### config.mk
export PLATFORM = sky130hd
export DESIGN_NAME = run_control_unit
export DESIGN_NICKNAME = d
export VERILOG_FILES = /design/src/rtl/run_control_unit.sv
export SDC_FILE = /design/constraint.sdc
export NUM_CORES = 1
export LEC_CHECK = 0
export ABC_AREA = 1
export CAP_MARGIN = 25
export CORE_UTILIZATION = 35
export CTS_BUF_LIST = sky130_fd_sc_hd__clkbuf_16
export DETAILED_ROUTE_END_ITERATION = 10
export GPL_ROUTABILITY_DRIVEN = 0
export PLACE_DENSITY = 0.67
export SLEW_MARGIN = 20
export SYNTH_ARGS = -nofsm -noshare
export SYNTH_HDL_FRONTEND = slang
export SYNTH_SLANG_ARGS = --single-unit
### constraint.sdc
create_clock -name clock -period 1.6 [get_ports clock]
set_input_delay 0.4 -clock clock [delete_from_list [all_inputs] [get_ports clock]]
set_output_delay 0.4 -clock clock [all_outputs]
set_load 0.1 [all_outputs]
### src/rtl/run_control_unit.sv
// Run control for the CPU: debounced step button, FREE/STEP/BURST/HOLD modes and a
// single-domain clock enable. Define RUN_CONTROL_BREAKPOINT_EN to add a PC breakpoint.
module run_control_unit #(
  parameter int DEBOUNCE_CYCLES = 500000,
  parameter int BURST_W         = 8,
  parameter int CNT_W           = 32
) (
  input  logic               clock,
  input  logic               reset,
  input  logic               step_btn_n,
  input  logic [1:0]         mode_sw,
  input  logic [BURST_W-1:0] burst_len,
  input  logic               halt_req,
  input  logic               count_clr,
`ifdef RUN_CONTROL_BREAKPOINT_EN
  input  logic [31:0]        pc,
  input  logic [31:0]        bp_addr,
  input  logic               bp_enable,
  output logic               bp_hit,
`endif
  output logic               cpu_clk_en,
  output logic [1:0]         state,
  output logic [BURST_W-1:0] burst_left,
  output logic [CNT_W-1:0]   cycle_count,
  output logic               press
);

  localparam int                DB_W    = $clog2(DEBOUNCE_CYCLES);
  localparam logic [DB_W-1:0]   DB_LAST = DB_W'(DEBOUNCE_CYCLES - 1);

  localparam logic [1:0] MODE_FREE  = 2'b00;
  localparam logic [1:0] MODE_STEP  = 2'b01;
  localparam logic [1:0] MODE_BURST = 2'b10;

  typedef enum logic [1:0] {
    S_IDLE  = 2'b00,
    S_RUN   = 2'b01,
    S_STEP  = 2'b10,
    S_BURST = 2'b11
  } state_t;

  logic            btn_p0, btn_p1;
  logic [1:0]      mode_p0, mode_p1;
  logic [DB_W-1:0] db_cnt;
  logic            db_level;
  state_t          state_q, state_d;
  logic [BURST_W-1:0] left_q, left_d;
  logic            bp_match;
  logic            stop_req;

  // Stage p0/p1: two-flop synchronisers for the asynchronous button and switches
  always_ff @(posedge clock or negedge reset) begin
    if (!reset) begin
      btn_p0  <= 1'b1;
      btn_p1  <= 1'b1;
      mode_p0 <= 2'b00;
      mode_p1 <= 2'b00;
    end else begin
      btn_p0  <= step_btn_n;
      btn_p1  <= btn_p0;
      mode_p0 <= mode_sw;
      mode_p1 <= mode_p0;
    end
  end

  // Debounce: the synced level must differ for DEBOUNCE_CYCLES consecutive edges
  always_ff @(posedge clock or negedge reset) begin
    if (!reset) begin
      db_cnt   <= '0;
      db_level <= 1'b1;
      press    <= 1'b0;
    end else begin
      press <= 1'b0;
      if (btn_p1 == db_level) begin
        db_cnt <= '0;
      end else if (db_cnt == DB_LAST) begin
        db_cnt   <= '0;
        db_level <= btn_p1;
        press    <= ~btn_p1;
      end else begin
        db_cnt <= db_cnt + DB_W'(1);
      end
    end
  end

`ifdef RUN_CONTROL_BREAKPOINT_EN
  assign bp_match = bp_enable && (pc == bp_addr) && cpu_clk_en &&
                    ((state_q == S_RUN) || (state_q == S_BURST));

  always_ff @(posedge clock or negedge reset) begin
    if (!reset) bp_hit <= 1'b0;
    else        bp_hit <= bp_match;
  end
`else
  assign bp_match = 1'b0;
`endif

  assign stop_req = halt_req | bp_match;

  always_ff @(posedge clock or negedge reset) begin
    if (!reset) begin
      state_q <= S_IDLE;
      left_q  <= '0;
    end else begin
      state_q <= state_d;
      left_q  <= left_d;
    end
  end

  // STEP deliberately ignores halt_req so the CPU can be stepped past a breakpoint
  always_comb begin
    state_d = state_q;
    left_d  = left_q;
    case (state_q)
      S_IDLE: begin
        left_d = '0;
        if (mode_p1 == MODE_FREE) begin
          if (!halt_req) state_d = S_RUN;
        end else if (mode_p1 == MODE_STEP) begin
          if (press) state_d = S_STEP;
        end else if (mode_p1 == MODE_BURST) begin
          if (press && !halt_req && (burst_len != '0)) begin
            state_d = S_BURST;
            left_d  = burst_len;
          end
        end
      end
      S_RUN: begin
        if ((mode_p1 != MODE_FREE) || stop_req) state_d = S_IDLE;
      end
      S_STEP: begin
        state_d = S_IDLE;
      end
      S_BURST: begin
        if ((mode_p1 != MODE_BURST) || stop_req || (left_q == BURST_W'(1))) begin
          state_d = S_IDLE;
          left_d  = '0;
        end else begin
          left_d = left_q - BURST_W'(1);
        end
      end
      default: begin
        state_d = S_IDLE;
        left_d  = '0;
      end
    endcase
  end

  assign cpu_clk_en = (state_q != S_IDLE);
  assign state      = state_q;
  assign burst_left = left_q;

  // A clear coinciding with an enabled cycle leaves the counter at zero
  always_ff @(posedge clock or negedge reset) begin
    if (!reset)          cycle_count <= '0;
    else if (count_clr)  cycle_count <= '0;
    else if (cpu_clk_en) cycle_count <= cycle_count + CNT_W'(1);
  end

endmodule

==> results by group, run 1 <==
Clocking
  • CTS sink cnt: 69
  • Worst-path clk slew: 0.06 ns
  • H-tree depth: 3
  • CTS tree: built
  • Worst-case clock buffer depth: 2
  • Root buffer cell: clkbuf_16
  • CTS Buf Count: 9
  • CTS Hold Bufs: 0
  • Clk_lat worst skew: 0.33 ns

Critical path
  • Slowest cell on crit path: dfrtp_4
  • CP Capture Type: primary output
  • CP endpoint: cpu_clk_en
  • Reg-to-reg endpoint: burst_left[4]
  • Register-to-Register Setup Slack: -0.06 ns
  • Crit path DAT: 1.28 ns
  • Cells on worst reg2reg path: 11
  • Critical path buffers and inverters: 3
  • Worst path max stage delay: 0.49 ns
  • WP depth: 4
  • Crit Path Category: reg -> out
  • CP Max Fanout: 4
  • Startpoint Class: register
  • Worst Path Required: 1.20 ns
  • Setup crit start: state[1]
  • Worst reg2reg startpoint: state[0]
  • Largest delay share family, worst path: flip-flops
  • Crit-path cells: inv_4 > ha_4 > inv_12 > buf_12

STA
  • Hold Vio Cnt, Final: 0
  • Hold slack: 0.0670 ns
  • Final setup margin: -0.0755 ns
  • FMAX: 0.597 GHz
  • Setup violations, final: 11
  • Crit share post-route: 105%
  • Period minus WS final: 1.68 ns
  • Worst Tran Pin Value: 0.392 ns
  • RSZ-0062 raised after global routing: true
  • Clock Skew: 0.00783 ns
  • Max-slew violations: 0
  • Worst slew margin: 73.9%

Yosys
  • Most common cell in the synthesized netlist: nand2_1
  • Syn_area_per_cell: 7.01 um2
  • Synth Flop Type: dfrtp_1
  • Number of flops mapped to enable cells by yosys: 0
  • Net count after synthesis: 608
  • Post-synth top area share: 40.2%
  • Top cells by area, synth: dfrtp_1 40%, nand2_1 14%, nor2_1 9.8%, inv_1 7.1%, nand3_1 6.7%
  • Yosys top cell by area: dfrtp_1
  • Most frequent cells after synthesis: 158 x nand2_1, 107 x nor2_1, 78 x inv_1, 66 x dfrtp_1, 55 x nand3_1
  • Synthesized area: 0.00411 mm2
  • Seq cells post-synth: 69
  • Mapped Cells: 586
  • Ys async rst share: 100%
  • Post-synthesis cell type count: 33
  • Sequential area share after synthesis: 42.1%
  • Yosys warns: 0

Floorplan
  • IO Pins: 59
  • Initial Util: 36.0%
  • Die height: 110 um
  • Core Region: 0.0114 mm2
  • Row cnt: 39
  • Die W: 110 um
  • Die footprint: 0.0122 mm2

Detailed routing
  • Final antenna-violating net count: 0
  • DRC viols: 0
  • Vias per cell: 5.07
  • Vias: 4,251
  • Drt wl/cell: 13.3 um
  • Number of detailed-route iterations in the first pass: 5
  • Initial drt markers: 352
  • Routed WL: 11,200 um

Pwr
  • Power, Total: 0.00596 W
  • Leak Pwr: 2.71 nW
  • Power Density: 954 mW/mm2
  • Worst vdd ir: 1.68 mV

Finish
  • P&R area growth vs syn: 52.0%
  • Ant. Diodes: 0
  • Final Net Count: 713
  • Final Util: 54.7%
  • Fraction of layout cells with a size suffix above 1: 29.0%
  • Post-Layout Inst Area: 0.00625 mm2
  • Fin cells: 839

Place
  • Final HPWL DP: 7910 um
  • Cell Area, Placed: 0.00564 mm2
  • Number of I/O port buffers: 58
  • Placed insts: 809

Global route
  • Gr ovfl total: 0
  • GRT busiest layer: met2
  • Antenna violations before repair: 0
  • Vias in the first global route: 4,158
  • Met2 usage: 32.1%
  • Met1 Use GR: 24.6%
  • Global-route wire length before repair: 18,300 um
  • Largest net degree at the start of global routing: 70
  • All-Layer GR Usage: 19.0%
  • Routing usage on met3: 3.12%

Run status
  • Outcome: finished, violations left
  • Failing checks: setup timing

Worst hold path
  • Type of the worst min-delay path: in -> async

Flow run
  • Maxcap violations: 0
==> area by class of cell <==
cell class | count | area (um2)
inverters | 80 | 318
clock inverters | 7 | 27.5
multi-input cells | 433 | 2290
fillers | 1041 | 5170
well taps | 143 | 179
repair buffers | 98 | 1380
flip-flops and latches | 69 | 1830
clock buffers | 9 | 225
==> state kept, by name (all words and copies together), names as in the netlist, 2 cells and up <==
register,cells
burst_left,8
cycle_count,32
mode_p1,2
db_cnt,19
state,2
mode_p0,2
==> per-stage QoR <==
| step | setup TNS [ns] | setup slack [ns] |
|---|---|---|
| floorplan | -1.47 | -0.206 |
| global placement | -7.41 | -0.319 |
| detailed placement | -8.65 | -0.369 |
| CTS | -0.188 | -0.0718 |
| global route | -1.60 | -0.122 |
| finish | -0.397 | -0.0755 |
==> what timing repair did <==
action                                  in CTS  in global routing
gates resized for setup                      7                 54
endpoints found under the setup margin       4                 38
buffers inserted                             5                 10
pin swaps                                    3                 27
==> power by group <==
group / switching [W] / internal [W] / total (W)
logic: 0.00141 / 0.000866 / 0.00228
registers: 0.000103 / 0.00186 / 0.00197
clock network: 0.000702 / 0.00101 / 0.00171
==> metal layers <==
layer	routed length, um	vias to the layer above
met2	5560	148
met3	560	23
li1	-	2080
met1	4910	2000
met5	0	-
met4	165	0
==> worst min path at each step <==
stage                     cells past startpoint              end  slack, ns
after floorplan                               0    burst_left[2]       0.10
after global placement                        0       mode_p1[1]       0.34
after detailed placement                      0       mode_p1[1]       0.34
after CTS                                     2    burst_left[0]       0.11
after global routing                          2  cycle_count[28]       0.13
final                                         2  cycle_count[24]       0.07
==> logic make-up (layout without fill, tap and decap cells) <==
kind of cell | Yosys count | after routing | share of synthesized area [%]
DFF | 69 | 69 | 42.1
adders and majority gates | 7 | 7 | 2.13
and+or+nand+nor | 378 | 378 | 41.1
buffers and inverters | 84 | 194 | 7.70
xor gates and xnor gates | 7 | 7 | 1.49
AOI/OAI and AO/OA | 41 | 41 | 5.48
==> layout by cell type, fill, tap and decap left out, drive strengths merged, types with 14 or more instances in the layout <==
cell type,instances
nor3,14
nand3,58
o21ai,17
inv,83
nor2,121
nand2,159
dfrtp,66
a21oi,16
nand4,19
buf,85
==> worst register-to-register path: cells and delay by family (launching register included) <==
kind / cells / cell delay [ns]
buffers and inverters: 3 / 0.32
adders and majority gates: 1 / 0.18
and+or+nand+nor: 7 / 0.68
DFF: 1 / 0.43
No activity file was read; power rests on OpenSTA's default activity.
==> run 2: changes to the inputs <==
Settings changed: CORE_MARGIN set to 2.
==> results by group, run 2 (synthesis results as in run 1) <==
Run status
  • Outcome: finished, violations left
  • Failing checks: setup timing

Finish
  • Commonest non-fill, non-tap cell in the layout: nand2_1
  • P&R area growth vs syn: 55.4%
  • Commonest non-fill, non-tap cells in the layout: 146 x nand2_1, 92 x nor2_1, 73 x inv_1
  • Post-Layout Inst Area: 0.00638 mm2
  • Final Net Count: 718
  • Largest Register: cycle_count
  • Fraction of layout cells with a size suffix above 1: 32.4%
  • Fin cells: 844
  • Largest register FFs: 32
  • Final Util: 55.9%
  • Ant. Diodes: 0

Clocking
  • CTS sink cnt: 69
  • Clk_lat worst skew: 0.34 ns
  • CTS Buf Count: 9
  • Root buffer cell: clkbuf_16
  • Worst-case clock buffer depth: 2
  • CTS tree: built
  • CTS Hold Bufs: 0
  • Worst-path clk slew: 0.06 ns
  • H-tree depth: 3

Critical path
  • CP Max Fanout: 2
  • Crit Path Category: reg -> out
  • CP Capture Type: primary output
  • Largest delay share family, worst path: flip-flops
  • Worst reg2reg startpoint: state[1]
  • Register-to-Register Setup Slack: -0.14 ns
  • Critical path buffers and inverters: 4
  • WP depth: 5
  • Crit path DAT: 1.39 ns
  • Slowest cell on crit path: dfrtp_4
  • Startpoint Class: register
  • Crit-path cells: inv_4 > ha_4 > inv_12 > buf_6 > buf_12
  • Worst path max stage delay: 0.50 ns
  • Setup crit start: state[1]
  • Worst Path Required: 1.20 ns
  • Cells on worst reg2reg path: 11

STA
  • Worst slew margin: 74.5%
  • Hold Vio Cnt, Final: 0
  • Clock Skew: 0.00661 ns
  • Worst Tran Pin Value: 0.383 ns
  • Max-slew violations: 0
  • Setup violations, final: 38
  • Final setup margin: -0.188 ns
  • Period minus WS final: 1.79 ns
  • Crit share post-route: 112%
  • RSZ-0062 raised after global routing: true
  • FMAX: 0.559 GHz

Place
  • Final HPWL DP: 7910 um
  • Pre-CTS setup slack: -0.382 ns
  • Number of I/O port buffers: 58
  • Placed insts: 809
  • Cell Area, Placed: 0.00565 mm2

Floorplan
  • Row cnt: 39
  • Die footprint: 0.0126 mm2
  • Initial Util: 36.0%
  • Die height: 112 um
  • Die W: 112 um
  • IO Pins: 59
  • Core Region: 0.0114 mm2

Detailed routing
  • Initial drt markers: 374
  • DRC viols: 0
  • Vias per cell: 5.05
  • Drt wl/cell: 13.7 um
  • Routed WL: 11,600 um
  • Number of detailed-route iterations in the first pass: 5
  • Vias: 4,262
  • Final antenna-violating net count: 0

Flow run
  • Maxcap violations: 0

Pwr
  • Power Density: 974 mW/mm2
  • Worst vdd ir: 1.64 mV
  • Leak Pwr: 2.73 nW
  • Power, Total: 0.00622 W

Global route
  • Largest net degree at the start of global routing: 70
  • Gr ovfl total: 0
  • Antenna violations before repair: 0
  • Global-route wire length before repair: 18,900 um
  • Vias in the first global route: 4,185
  • All-Layer GR Usage: 18.2%

Worst hold path
  • Type of the worst min-delay path: in -> async
## run 2: per-layer routing
metal	wire length, um	share of wire, %	vias to the layer above	track usage, %
li1	-	-	2090	-
met1	4970	43	1981	23.1
met2	5720	49	161	30.4
met3	606	5.2	30	3.51
met4	284	2.5	0	7.89
met5	0	0	-	0
## run 2: timing repair
action,4_1_cts,5_1_grt
pin swaps,6,36
setup endpoints to repair,8,46
setup buffers,6,13
gates resized for setup,19,68
hold endpoints to repair,0,0
## run 2: cell type report
| class | count | area, um2 |
|---|---|---|
| fill | 1008 | 5030 |
| multi-input combinational | 433 | 2370 |
| sequential | 69 | 1830 |
| timing repair buffer | 103 | 1420 |
| inverter | 80 | 322 |
| clock buffer | 9 | 225 |
| tap | 143 | 179 |
| clock inverter | 7 | 42.5 |
## run 2: metrics by stage
| stage | setup TNS, ns | hold WS, ns |
|---|---|---|
| floorplan | -1.47 | 0.104 |
| global placement | -7.73 | 0.339 |
| detailed placement | -8.87 | 0.336 |
| CTS | -1.32 | 0.106 |
| global route | -6.21 | 0.113 |
| finish | -2.68 | 0.0795 |
## run 2: report_power, final
group | switching [W] | internal [W]
registers | 0.0000978 | 0.00186
logic | 0.00146 | 0.000986
clock network | 0.000779 | 0.00103
total | 0.00233 | 0.00388
## run 2: path summary, 6_finish.rpt
kind | end
setup reg to reg | cycle_count[27]
max in group asynchronous | state[0]
min in group clock | mode_p1[1]
setup / recovery | cpu_clk_en
hold reg to reg | mode_p1[1]
hold / removal | cycle_count[22]
==> variant: new RTL, config.mk and constraints of run 1 <==
Add a define of `RUN_CONTROL_BREAKPOINT_EN`.
--- a/src/rtl/run_control_unit.sv
+++ b/src/rtl/run_control_unit.sv
@@ -1,5 +1,7 @@
 // Run control for the CPU: debounced step button, FREE/STEP/BURST/HOLD modes and a
 // single-domain clock enable. Define RUN_CONTROL_BREAKPOINT_EN to add a PC breakpoint.
+`define RUN_CONTROL_BREAKPOINT_EN
+
 module run_control_unit #(
   parameter int DEBOUNCE_CYCLES = 500000,
   parameter int BURST_W         = 8,
Ports: changed (added bp_addr, bp_enable, bp_hit and pc); port bits go from 59 to 125. The function was not compared with the original's and may differ.
==> variant against run 1 <==
Synthesized area rose by 17%. Wire length rose by 48%. Utilization rose by 13 points. Final area rose by 45%. Power rose by 37%. Critical path type unchanged. The flow still finishes with violations (setup timing). Sequential share of layout area fell by 8.6 points. Sequential cell count rose by 1. Synthesized cell count rose by 14%. Via count rose by 29%. Setup slack got worse by 0.24 ns.
==> variant: results (changes against run 1) <==
grt_pass1_wl_um: 25300  # +38%
violations: "setup timing"
status: "finished, violations left"
cts_buffer_depth: 2  # unchanged
cpPeakStageDelay_ns: 0.54  # +0.05 ns
htreeDepth: 3  # unchanged
synth_ff_type: "dfrtp_1"
hold_class: "input port to asynchronous set/reset pin"
yosysWarnings: 0  # unchanged
nNetsFinal: 1043  # +46%
synth_common_cells: "nand2_1 (154), inv_1 (117), dfrtp_1 (67)"
vdd_drop_max_mv: 0.596  # -65%
wl_per_cell_um: 14.6  # +9.2%
sw_frac_of_total_pct: 40.2  # +3.0 points
leakage_nw: 4.25  # +57%
vias_per_cell: 4.83  # -4.6%
netlist_instances: 670  # +14%
yosysUniqueCellTypes: 46  # +39%
syn_nets: 758  # +25%
drtIter0Drc: 396  # +13%
worst-slew-pin-transition_ns: 0.401  # +0.00894 ns
dr.pass1.iters: 6  # +1
clk_latency_ns: 0.34
fill_cells: 998  # -4.1%
largest_register_ffs: 32  # unchanged
regMostFlops: "cycle_count"
io_buffers: 124  # +110%
drive_above_1_share_pct: 42.5  # +13 points
hpwl_um: 11500  # +46%
setup_viol: 44  # +33
ys_async_sr_fraction_pct: 100  # unchanged
rrSetupSlack_ns: -0.30  # -0.24 ns
worstPathMaxFanout: 5  # +1
grt_use_total_pct: 22.5  # +3.5 points
cts_root_buffer: "clkbuf_16"
post-place-cells: 1091  # +35%
fin_skew_ns: 0.00650  # -0.00133 ns
clk_pin_slew_ns: 0.06  # about the same
fin_ws_ns: -0.311  # -0.236 ns
cpLargestDelayFamily: "flip-flops"
numCtsBuffers: 9  # unchanged
antenna_found_initial: 0  # unchanged
worst_path_max_delay_cell: "dfrtp_4"
post-place-ws_ns: -0.565  # -0.197 ns
ys_top_cells_by_area: "dfrtp_1 (35%), nand2_1 (12%), inv_1 (9.1%)"
ys_seq_area_share_pct: 36.4  # -5.7 points
n_antenna_cell: 0  # unchanged
grt_pass1_vias: 5240  # +26%
grt_max_degree: 71  # +1.4%
wl_um: 16600  # +48%
variant: layout make-up:
type	instances	share of cell area, %
inverters	130	5.82
clock inverters	7	0.800
clock buffers	9	2.48
repair buffers	278	32.7
well taps	176	2.43
multi-input cells	466	35.1
flip-flops and latches	70	20.7
variant: what timing repair did:
item / in CTS / in global routing
pin swaps: 18 / 46
hold buffers: 0 / 0
gates resized for setup: 51 / 113
endpoints found under the setup margin: 40 / 55
buffers inserted: 10 / 23
variant: path summary, 6_finish.rpt:
kind,startpoint,end,cells past startpoint
worst max-delay path,state[0],cpu_clk_en,5
worst min-delay path,reset,cycle_count[3],2
worst max register to register,state[1],state[0],13
worst min register to register,mode_p0[1],mode_p1[1],0
max in group asynchronous,reset,btn_p0,2
min in group clock,mode_p0[1],mode_p1[1],0
variant: kinds of logic (layout without fill, tap and decap cells):
| family | after synthesis | after routing | share of synthesized area, % |
|---|---|---|---|
| xor+xnor | 21 | 21 | 3.82 |
| buf+inv | 134 | 424 | 10.7 |
| mux | 1 | 1 | 0.208 |
| simple gates | 355 | 355 | 37.6 |
| compound gates | 81 | 81 | 9.14 |
| fa+ha+maj | 8 | 8 | 2.08 |
| flops | 70 | 70 | 36.4 |
variant: power by group through the flow:
stage	clock, W	combinational, W	sequential (W)
finish	0.00201	0.00396	0.00218
floorplan	0	0.00124	0.00300
global placement	0	0.00368	0.00218
CTS	0.00203	0.00384	0.00215
detailed placement	0	0.00370	0.00219
global route	0.00212	0.00422	0.00220
variant: layer usage:
layer	share of wire, %	vias to the layer above	routed length (um)	GRT usage, %
met4	2.4	0	403	7.81
met1	43	2573	7180	29.4
met5	0	-	0	0
met3	4.5	35	740	4.26
met2	50	148	8230	37.1
li1	-	2733	-	-
variant: metrics by stage:
step / util (%) / setup TNS, ns / hold WS (ns) / area [um^2]
final: 68.0 / -6.95 / 0.0722 / 9070
after global routing: 68.0 / -11.19 / 0.0983 / 9070
after CTS: 63.6 / -5.63 / 0.0865 / 8480
after detailed placement: 59.0 / -14.91 / 0.336 / 7880
after global placement: 59.0 / -14.10 / 0.335 / 7880
after floorplan: - / -7.68 / 0.104 / 5040
